===== src/rtl/seq_det_ctrl.sv =====
// rtl/seq_det_ctrl.sv - configurable serial pattern detector run controller (optional irq via SEQ_DET_IRQ_EN)
module seq_det_ctrl #(
    parameter int PAT_W = 8,
    parameter int WIN_W = 12,
    parameter int CNT_W = 8
) (
    input  logic                       clk,
    input  logic                       rst,
    input  logic                       cfg_we,
    input  logic [PAT_W-1:0]           cfg_pattern,
    input  logic [$clog2(PAT_W+1)-1:0] cfg_len,
    input  logic                       cfg_overlap,
    input  logic [WIN_W-1:0]           cfg_window,
    input  logic [CNT_W-1:0]           cfg_thresh,
    input  logic                       start,
    input  logic                       abort,
    input  logic                       bit_valid,
    input  logic                       bit_in,
    output logic                       busy,
    output logic                       done,
    output logic                       match,
    output logic                       hit,
    output logic [CNT_W-1:0]           match_count,
    output logic                       err
`ifdef SEQ_DET_IRQ_EN
    ,
    input  logic                       irq_clr,
    output logic                       irq
`endif
);

    localparam int LEN_W = $clog2(PAT_W + 1);
    localparam logic [LEN_W-1:0] LEN_MAX = LEN_W'(PAT_W);

    typedef enum logic [1:0] {
        IDLE = 2'd0,
        RUN  = 2'd1,
        DONE = 2'd2
    } state_t;

    state_t             state_q, state_d;

    // Shadow configuration, frozen while a run is active
    logic [PAT_W-1:0]   pat_q;
    logic [LEN_W-1:0]   len_q;
    logic               ovl_q;
    logic [WIN_W-1:0]   win_q;
    logic [CNT_W-1:0]   thr_q;
    logic               cfg_take;

    logic [PAT_W-1:0]   hist_q, hist_d;
    logic [LEN_W-1:0]   fill_q, fill_d;
    logic [WIN_W-1:0]   bits_q, bits_d;
    logic [CNT_W-1:0]   cnt_q, cnt_d;
    logic               match_q, match_d;
    logic               hit_q, hit_d;
    logic               err_q, err_d;

    logic [PAT_W-1:0]   mask;
    logic [PAT_W-1:0]   hist_shift;
    logic [LEN_W-1:0]   fill_inc;
    logic               pat_hit;

    // Next-state and datapath update: run sequencing, history shift, match counting
    always_comb begin
        state_d    = state_q;
        hist_d     = hist_q;
        fill_d     = fill_q;
        bits_d     = bits_q;
        cnt_d      = cnt_q;
        match_d    = 1'b0;
        hit_d      = hit_q;
        err_d      = err_q;
        cfg_take   = 1'b0;
        mask       = {PAT_W{1'b1}} >> (LEN_MAX - len_q);
        hist_shift = {hist_q[PAT_W-2:0], bit_in};
        fill_inc   = (fill_q == LEN_MAX) ? fill_q : fill_q + LEN_W'(1);
        pat_hit    = (fill_inc >= len_q) && (((hist_shift ^ pat_q) & mask) == '0);

        case (state_q)
            IDLE, DONE: begin
                cfg_take = cfg_we;
                if (start) begin
                    if ((len_q == '0) || (len_q > LEN_MAX)) begin
                        err_d = 1'b1;
                    end else begin
                        err_d   = 1'b0;
                        hit_d   = 1'b0;
                        cnt_d   = '0;
                        bits_d  = '0;
                        fill_d  = '0;
                        hist_d  = '0;
                        state_d = RUN;
                    end
                end
            end
            RUN: begin
                if (abort) begin
                    state_d = IDLE;
                end else if (bit_valid) begin
                    hist_d = hist_shift;
                    bits_d = bits_q + WIN_W'(1);
                    fill_d = fill_inc;
                    if (pat_hit) begin
                        match_d = 1'b1;
                        if (cnt_q != {CNT_W{1'b1}}) begin
                            cnt_d = cnt_q + CNT_W'(1);
                        end
                        // Non-overlapping: the matched bits may not seed the next match
                        if (!ovl_q) begin
                            fill_d = '0;
                        end
                        if ((thr_q != '0) && (cnt_d >= thr_q)) begin
                            hit_d = 1'b1;
                        end
                    end
                    if ((win_q != '0) && (bits_d == win_q)) begin
                        state_d = DONE;
                    end
                end
            end
            default: state_d = IDLE;
        endcase
    end

    // State, shadow configuration and run registers
    always_ff @(posedge clk or posedge rst) begin
        if (rst) begin
            state_q <= IDLE;
            pat_q   <= '0;
            len_q   <= '0;
            ovl_q   <= 1'b0;
            win_q   <= '0;
            thr_q   <= '0;
            hist_q  <= '0;
            fill_q  <= '0;
            bits_q  <= '0;
            cnt_q   <= '0;
            match_q <= 1'b0;
            hit_q   <= 1'b0;
            err_q   <= 1'b0;
        end else begin
            state_q <= state_d;
            hist_q  <= hist_d;
            fill_q  <= fill_d;
            bits_q  <= bits_d;
            cnt_q   <= cnt_d;
            match_q <= match_d;
            hit_q   <= hit_d;
            err_q   <= err_d;
            if (cfg_take) begin
                pat_q <= cfg_pattern;
                len_q <= cfg_len;
                ovl_q <= cfg_overlap;
                win_q <= cfg_window;
                thr_q <= cfg_thresh;
            end
        end
    end

    assign busy        = (state_q == RUN);
    assign done        = (state_q == DONE);
    assign match       = match_q;
    assign hit         = hit_q;
    assign match_count = cnt_q;
    assign err         = err_q;

`ifdef SEQ_DET_IRQ_EN
    logic irq_q;
    logic irq_set;

    assign irq_set = ((state_d == DONE) && (state_q != DONE)) || (hit_d && !hit_q);

    // Sticky interrupt: set on DONE entry or hit rise, set beats clear
    always_ff @(posedge clk or posedge rst) begin
        if (rst) begin
            irq_q <= 1'b0;
        end else if (irq_set) begin
            irq_q <= 1'b1;
        end else if (irq_clr) begin
            irq_q <= 1'b0;
        end
    end

    assign irq = irq_q;
`endif

endmodule


===== config.mk =====
export PLATFORM = sky130hd
export DESIGN_NAME = seq_det_ctrl
export DESIGN_NICKNAME = d
export VERILOG_FILES = /design/src/rtl/seq_det_ctrl.sv
export SDC_FILE = /design/constraint.sdc
export NUM_CORES = 1
export LEC_CHECK = 0
export ABC_CLOCK_PERIOD_IN_PS = 6900
export CORE_MARGIN = 1.5
export CORE_UTILIZATION = 59
export CTS_CLUSTER_SIZE = 24
export DETAILED_ROUTE_END_ITERATION = 6
export GPL_TIMING_DRIVEN = 0
export PLACE_DENSITY = 0.85
export SYNTH_ARGS = -nofsm -noshare
export SYNTH_HDL_FRONTEND = slang
export SYNTH_SLANG_ARGS = --single-unit
export TNS_END_PERCENT = 100

===== constraint.sdc =====
create_clock -name clk -period 6.9 [get_ports clk]
set_input_delay 1.035 -clock clk [delete_from_list [all_inputs] [get_ports clk]]
set_output_delay 1.035 -clock clk [all_outputs]
set_load 0.05 [all_outputs]

==> results of run 1 <==
-- final cells by class --
class | instances | area (um^2) | share of cell area [%]
Multi-Input combinational cell | 292 | 1972 | 41.31
Inverter | 26 | 100.1 | 2.097
Clock inverter | 5 | 106.4 | 2.228
Clock buffer | 11 | 151.4 | 3.172
Tap cell | 77 | 96.34 | 2.018
Timing Repair Buffer | 52 | 520.5 | 10.90
Buffer | 20 | 100.1 | 2.097
Sequential cell | 69 | 1727 | 36.17
-- worst max-delay path, stage by stage, from the launching register on --
cell and delay [ns]:
dfrtp_1 0.46, inv_1 0.15, nor2_1 0.35, clkdlybuf4s50_1 0.88
-- cell families after synthesis --
kind of cell | synth area share, %
buffers and inverters | 5.074
muxes | 6.872
DFF | 44.32
adders and majority gates | 6.423
and+or+nand+nor | 14.84
xor gates and xnor gates | 7.193
AOI/OAI and AO/OA | 15.29
-- per-layer routing --
metal | vias to the layer above | wire [um] | share of wire [%]
met1 | 1591 | 3855 | 43
met3 | 19 | 441 | 4.9
met2 | 108 | 4479 | 50
li1 | 1547 | - | -
met4 | 0 | 162 | 1.8
met5 | - | 0 | 0
-- report_power, final --
group	internal (uW)	switching, uW	total (uW)
sequential	512	107	618
combinational	261	333	594
clock	260	162	422
-- final timing paths --
check	startpoint	to	slack (ns)	cells after the start
worst max-delay path	state_q[0]	busy	3.66	3
worst min-delay path	err	err	0.51	2
worst max register to register	fill_q[0]	match_count[0]	4.02	13
worst min register to register	err	err	0.51	2
max in group asynchronous	rst	pat_q[0]	5.16	2
min in group asynchronous	rst	len_q[1]	1.20	2
-- flip-flops by register name, summed over array words and instances (netlist names) --
register and flops:
ovl_q 1, thr_q 8, hist_q 7, match_count 8, pat_q 8, state_q 2
fill_q 4, err 1, hit 1, bits_q 12, match 1, win_q 12
len_q 4
-- layout by cell type, fill, tap and decap left out, types with 2 or more instances in the layout --
cell             synthesis  routed
nor2b_1                  4       4
nor2_1                  15      15
and2_1                   2       2
o21ai_0                 50      50
nand3_1                 12      12
a22o_1                   3       3
nand4_1                  4       4
and3_1                   9       9
nor3_1                   8       8
clkdlybuf4s50_1          0      52
buf_2                    4       4
buf_6                    2       2
clkbuf_1                12      12
a31oi_1                  5       5
o31ai_1                  4       4
xor2_1                  12      12
nand2b_1                 2       2
nor4_1                   4       4
o21bai_1                 3       3
mux2i_1                  2       2
a211oi_1                 4       4
inv_1                   26      25
xnor2_1                 20      20
a21oi_1                 12      12
a32o_1                   4       4
bufinv_16                0       3
dfrtp_1                 69      69
ha_1                    20      20
clkbuf_8                 0      11
nand2_1                 53      53
mux2_2                  22      22
nand3b_1                 2       2
-- stage by stage --
stage	hold WS [ns]	instances	setup WS [ns]
final	0.5082	552	3.663
after CTS	0.5098	552	3.665
after detailed placement	0.4943	536	3.791
after global routing	0.5392	552	3.559
after floorplan	0.4702	407	4.080
after global placement	0.4864	536	3.029
==> results.toml, run 1 <==
[worst_setup_path]
required_ns = 5.86
worstSetupPathType = "reg -> out"
critPathArrivalTime_ns = 2.20
end_kind = "output port"
cp_max_fo = 4
start_kind = "flop"

[placed_design]
globalplace.congestion = 0.8849
placed_area_mm2 = 0.004516
portBuffers = 52
hpwl_mm = 6.412

[synthesis]
syn_nets = 467
synth_edf_count = 0
yosys-top-cells-count = "69 x dfrtp_1, 53 x nand2_1, 50 x o21ai_0"
synthArstFlopShare_pct = 100.0
ys_top_cells_by_area = "dfrtp_1 44%, ha_1 6.4%, o21ai_0 6.4%, mux2_2 6.4%, nand2_1 5.1%"
ys_ff_latch = 69
ys.flop_type = "dfrtp_1"
synth_cell_type_count = 47
syn_inst = 407
netlist_area_mm2 = 0.003896
ys_seq_area_share_pct = 44.32
synth.avg_cell_area_um2 = 9.573
yosys.area.top_type = "dfrtp_1"
yosysMostFrequentCell = "dfrtp_1"
synth_top_area_share_pct = 44.32
yosys_warnings = 0

[drt]
first_pass_iters = 4
drt_wl_total_mm = 8.939
routed_via_density = 5.915
drcViolationCount = 0
num_vias = 3265
drtAntennaViolNets = 0
avgRoutedWirePerCell_um = 16.19
drtIter0Drc = 244

[clocking]
cts_resized = 0
htreeDepth = 3
cts.sinks = 69
clockBufferDepth = 2
root_buffer = "clkbuf_8"
cts_buffers = 9
ctsHoldBuffers = 0
path_clk_slew_ns = 0.08
worstSkewPairLatency_ns = 0.36
cts_setup_buffers = 0
cts_tree = "done"

[sta]
skew_ns = 0.009308
worst_pin_slew_ns = 0.8357
drv_slew = 0
hold_violations = 0
fin_crit_sh_pct = 46.91
rsz0062_at_grt = "false"
relSlewSlack_pct = 44.29
fmax_ghz = 0.3090
finalSetupViolations = 0
period_needed_ns = 3.237
fin_setup_tns_ns = 0

[global_route]
grt_pass1_vias = 3354
antenna_found_initial = 0
grtUsageTotal_pct = 27.45
met2_usage_pct = 46.47
use_met1_pct = 34.21
grt.overflow.total = 0
grt.busiest_layer = "met2"
grt_max_degree = 70
use_met3_pct = 6.391
grt_pass1_wl_mm = 15.32

[power_and_ir_drop]
powerDensity_mw_per_mm2 = 342.4
finalPower_uw = 1634
power_leakage_uw = 0.002088
peakVddDrop_mv = 0.2898

[cells_and_area]
antenna_cells = 0
utilization_pct = 75.17
fill_cells = 433
synthToLayoutAreaGrowth_pct = 22.51
layout-drive-gt1-share_pct = 11.16
post-route-cell-area_mm2 = 0.004773
finalNetCount = 530

[floorplanning]
ios = 53
die_y_um = 84.27
die_w_um = 84.27
core_mm2 = 0.006350
start_util_pct = 61.36
die-area_mm2 = 0.007101
rows = 29

[min_path]
hp-class = "reg -> reg"

[flow_run]
max_cap_violations = 0

[run_status]
status = "completed"
Note: power is estimated with default switching activity, not from simulation.
==> inputs of run 2 (changes only) <==
--- a/config.mk
+++ b/config.mk
@@ -5,13 +5,13 @@
 export SDC_FILE = /design/constraint.sdc
 export NUM_CORES = 1
 export LEC_CHECK = 0
-export ABC_CLOCK_PERIOD_IN_PS = 6900
+export ABC_CLOCK_PERIOD_IN_PS = 3400
 export CORE_MARGIN = 1.5
-export CORE_UTILIZATION = 59
+export CORE_UTILIZATION = 55
 export CTS_CLUSTER_SIZE = 24
 export DETAILED_ROUTE_END_ITERATION = 6
 export GPL_TIMING_DRIVEN = 0
-export PLACE_DENSITY = 0.85
+export PLACE_DENSITY = 0.8
 export SYNTH_ARGS = -nofsm -noshare
 export SYNTH_HDL_FRONTEND = slang
 export SYNTH_SLANG_ARGS = --single-unit
==> constraint.sdc (replaced) <==
create_clock -name clk -period 3.4 [get_ports clk]
set_input_delay 0.51 -clock clk [delete_from_list [all_inputs] [get_ports clk]]
set_output_delay 0.51 -clock clk [all_outputs]
set_load 0.05 [all_outputs]
==> run 2 against run 1 <==
  * Worst hold slack improved by 0.0038 ns
  * Critical endpoint is now match_count[0]
  * Total power is 92% higher
  * Critical path depth is 10 higher
  * Setup slack worse by 3.2 ns
  * Critical path type is now reg -> reg
  * Largest cell class unchanged
  * Sequential share of layout area rose by 0.27 points
  * Clock skew down 0.0017 ns
  * Final area shrank 0.73%
==> results.toml, run 2 (synthesized netlist as in run 1, its figures left out) <==
[clocking]
cts_buffers = 9
worstSkewPairLatency_ns = 0.35
cts_setup_buffers = 0
path_clk_slew_ns = 0.08
cts_resized = 0
cts.sinks = 69
clockBufferDepth = 2
ctsHoldBuffers = 0
cts_tree = "done"
root_buffer = "clkbuf_8"
htreeDepth = 3

[sta]
relSlewSlack_pct = 43.81
fmax_ghz = 0.3441
finalSetupViolations = 0
whs_ns = 0.5120
worst_pin_slew_ns = 0.8429
fin_crit_sh_pct = 85.48
period_needed_ns = 2.906
hold_violations = 0
drv_slew = 0
skew_ns = 0.007640
rsz0062_at_grt = "false"

[min_path]
min_to = "err"
min_path_cells = 2
worst_hold_startpoint = "err"
hp-class = "reg -> reg"

[worst_setup_path]
max_stage_delay_ns = 0.43
start_kind = "flop"
slowest_stage = "dfrtp_1"
cp_max_fo = 8
r2r_slack_ns = 0.49
required_ns = 3.64
critPathMostFrequentCell = "ha_1"
regToRegStartpoint = "fill_q[0]"
critPathArrivalTime_ns = 3.15
path_cells = "inv_1 > ha_1 > nand2_1 > nor2_1 > xnor2_1 > ha_1 > nand2b_1 > a211oi_1 > o21bai_1 > and3_1 > buf_2 > a221o_1 > a22o_1"
end_kind = "flop"
startpoint = "fill_q[0]"
crit_family = "compound AO/OA/AOI/OAI gates"
cp_num_buf_inv = 2
crit_cells = 13
worstSetupPathType = "reg -> reg"
rr_worst_depth = 13
timing.rr.end = "match_count[0]"

[drt]
drt_wl_total_mm = 8.892
drtAntennaViolNets = 0
num_vias = 3210
drcViolationCount = 0
first_pass_iters = 4
drtIter0Drc = 238
routed_via_density = 5.622
avgRoutedWirePerCell_um = 15.57

[cells_and_area]
instances_no_fill = 571
layout-drive-gt1-share_pct = 11.16
utilization_pct = 69.36
layout.cells.most_common = "dfrtp_1"
synthToLayoutAreaGrowth_pct = 21.61
mostFrequentLayoutCells = "69 x dfrtp_1, 53 x nand2_1, 52 x clkdlybuf4s50_1"
antenna_cells = 0
finalNetCount = 530
reg_top3 = "bits_q (12), win_q (12)"
fill_cells = 540

[power_and_ir_drop]
finalPower_uw = 3133
peakVddDrop_mv = 0.4619
powerDensity_mw_per_mm2 = 661.1
power_leakage_uw = 0.002054

[floorplanning]
start_util_pct = 57.03
die_y_um = 87.17
ios = 53
die-area_mm2 = 0.007598
die_w_um = 87.17
core_mm2 = 0.006832
rows = 30

[placed_design]
globalplace.congestion = 0.8670
portBuffers = 52
hpwl_mm = 6.558
placedCellCount = 555

[global_route]
grt_pass1_wl_mm = 14.93
grt_max_degree = 70
antenna_found_initial = 0
grtUsageTotal_pct = 25.63
grt_pass1_vias = 3217
grt.overflow.total = 0

[run_status]
status = "completed"

[flow_run]
max_cap_violations = 0
[run 2: changes by cell type in the layout (fill, tap and decap cells not counted)]
cell,previous run,this run
clkbuf_8,11,9
clkinv_2,0,1
inv_6,0,1
clkinvlp_4,1,3
bufinv_16,3,1
[run 2: how the worst max path moves through the flow]
stage / end / slack [ns]
detailed placement: match_count[0] / 0.55
CTS: match_count[0] / 0.49
global route: match_count[0] / 0.28
finish: match_count[0] / 0.49
floorplan: hit / 0.58
global placement: win_q[9] / -0.005
[run 2: routing by layer]
| metal | vias up | part of all wire [%] | track usage (%) |
|---|---|---|---|
| met5 | - | 0 | 0 |
| met4 | 0 | 1.5 | 9.524 |
| met3 | 13 | 5.1 | 4.265 |
| met2 | 96 | 51 | 43.83 |
| met1 | 1553 | 42 | 32.76 |
| li1 | 1548 | - | - |
[run 2: worst register-to-register path, cell delays in order (launching register included)]
cell and delay (ns):
dfrtp_1 0.43, inv_1 0.13, ha_1 0.17, nand2_1 0.07, nor2_1 0.14, xnor2_1 0.18
ha_1 0.27, nand2b_1 0.14, a211oi_1 0.23, o21bai_1 0.14, and3_1 0.19, buf_2 0.17
a221o_1 0.32, a22o_1 0.23
[run 2: power by group]
group | switching [uW] | internal [uW] | leakage (uW)
clock | 342 | 341 | 0.0000918
combinational | 673 | 528 | 0.00108
sequential | 211 | 1040 | 0.000887
total | 1230 | 1910 | 0.00205
[run 2: final cells by class]
class	count	area [um^2]	share of cell area [%]
clock inverters	7	75.07	1.584
clock buffers	9	123.9	2.614
repair buffers	52	520.5	10.98
plain buffers	20	100.1	2.112
multi-input cells	292	1972	41.62
flip-flops and latches	69	1727	36.44
inverters	26	100.1	2.112
well taps	96	120.1	2.535
[run 2: stage by stage]
stage	cell area (um^2)	setup TNS (ns)	setup slack (ns)
finish	4738	0	0.4938
global route	4738	0	0.2800
CTS	4738	0	0.4878
detailed placement	4539	0	0.5466
global placement	4537	-0.1316	-0.004973
floorplan	3896	0	0.5804
==> inputs of run 3 (changes only) <==
--- a/config.mk
+++ b/config.mk
@@ -8,6 +8,7 @@
 export ABC_CLOCK_PERIOD_IN_PS = 3400
 export CORE_MARGIN = 1.5
 export CORE_UTILIZATION = 55
+export CTS_CLUSTER_DIAMETER = 60
 export CTS_CLUSTER_SIZE = 24
 export DETAILED_ROUTE_END_ITERATION = 6
 export GPL_TIMING_DRIVEN = 0
==> results of run 3 <==
Same layout as run 2: the final DEF is identical, and so are final timing and power.
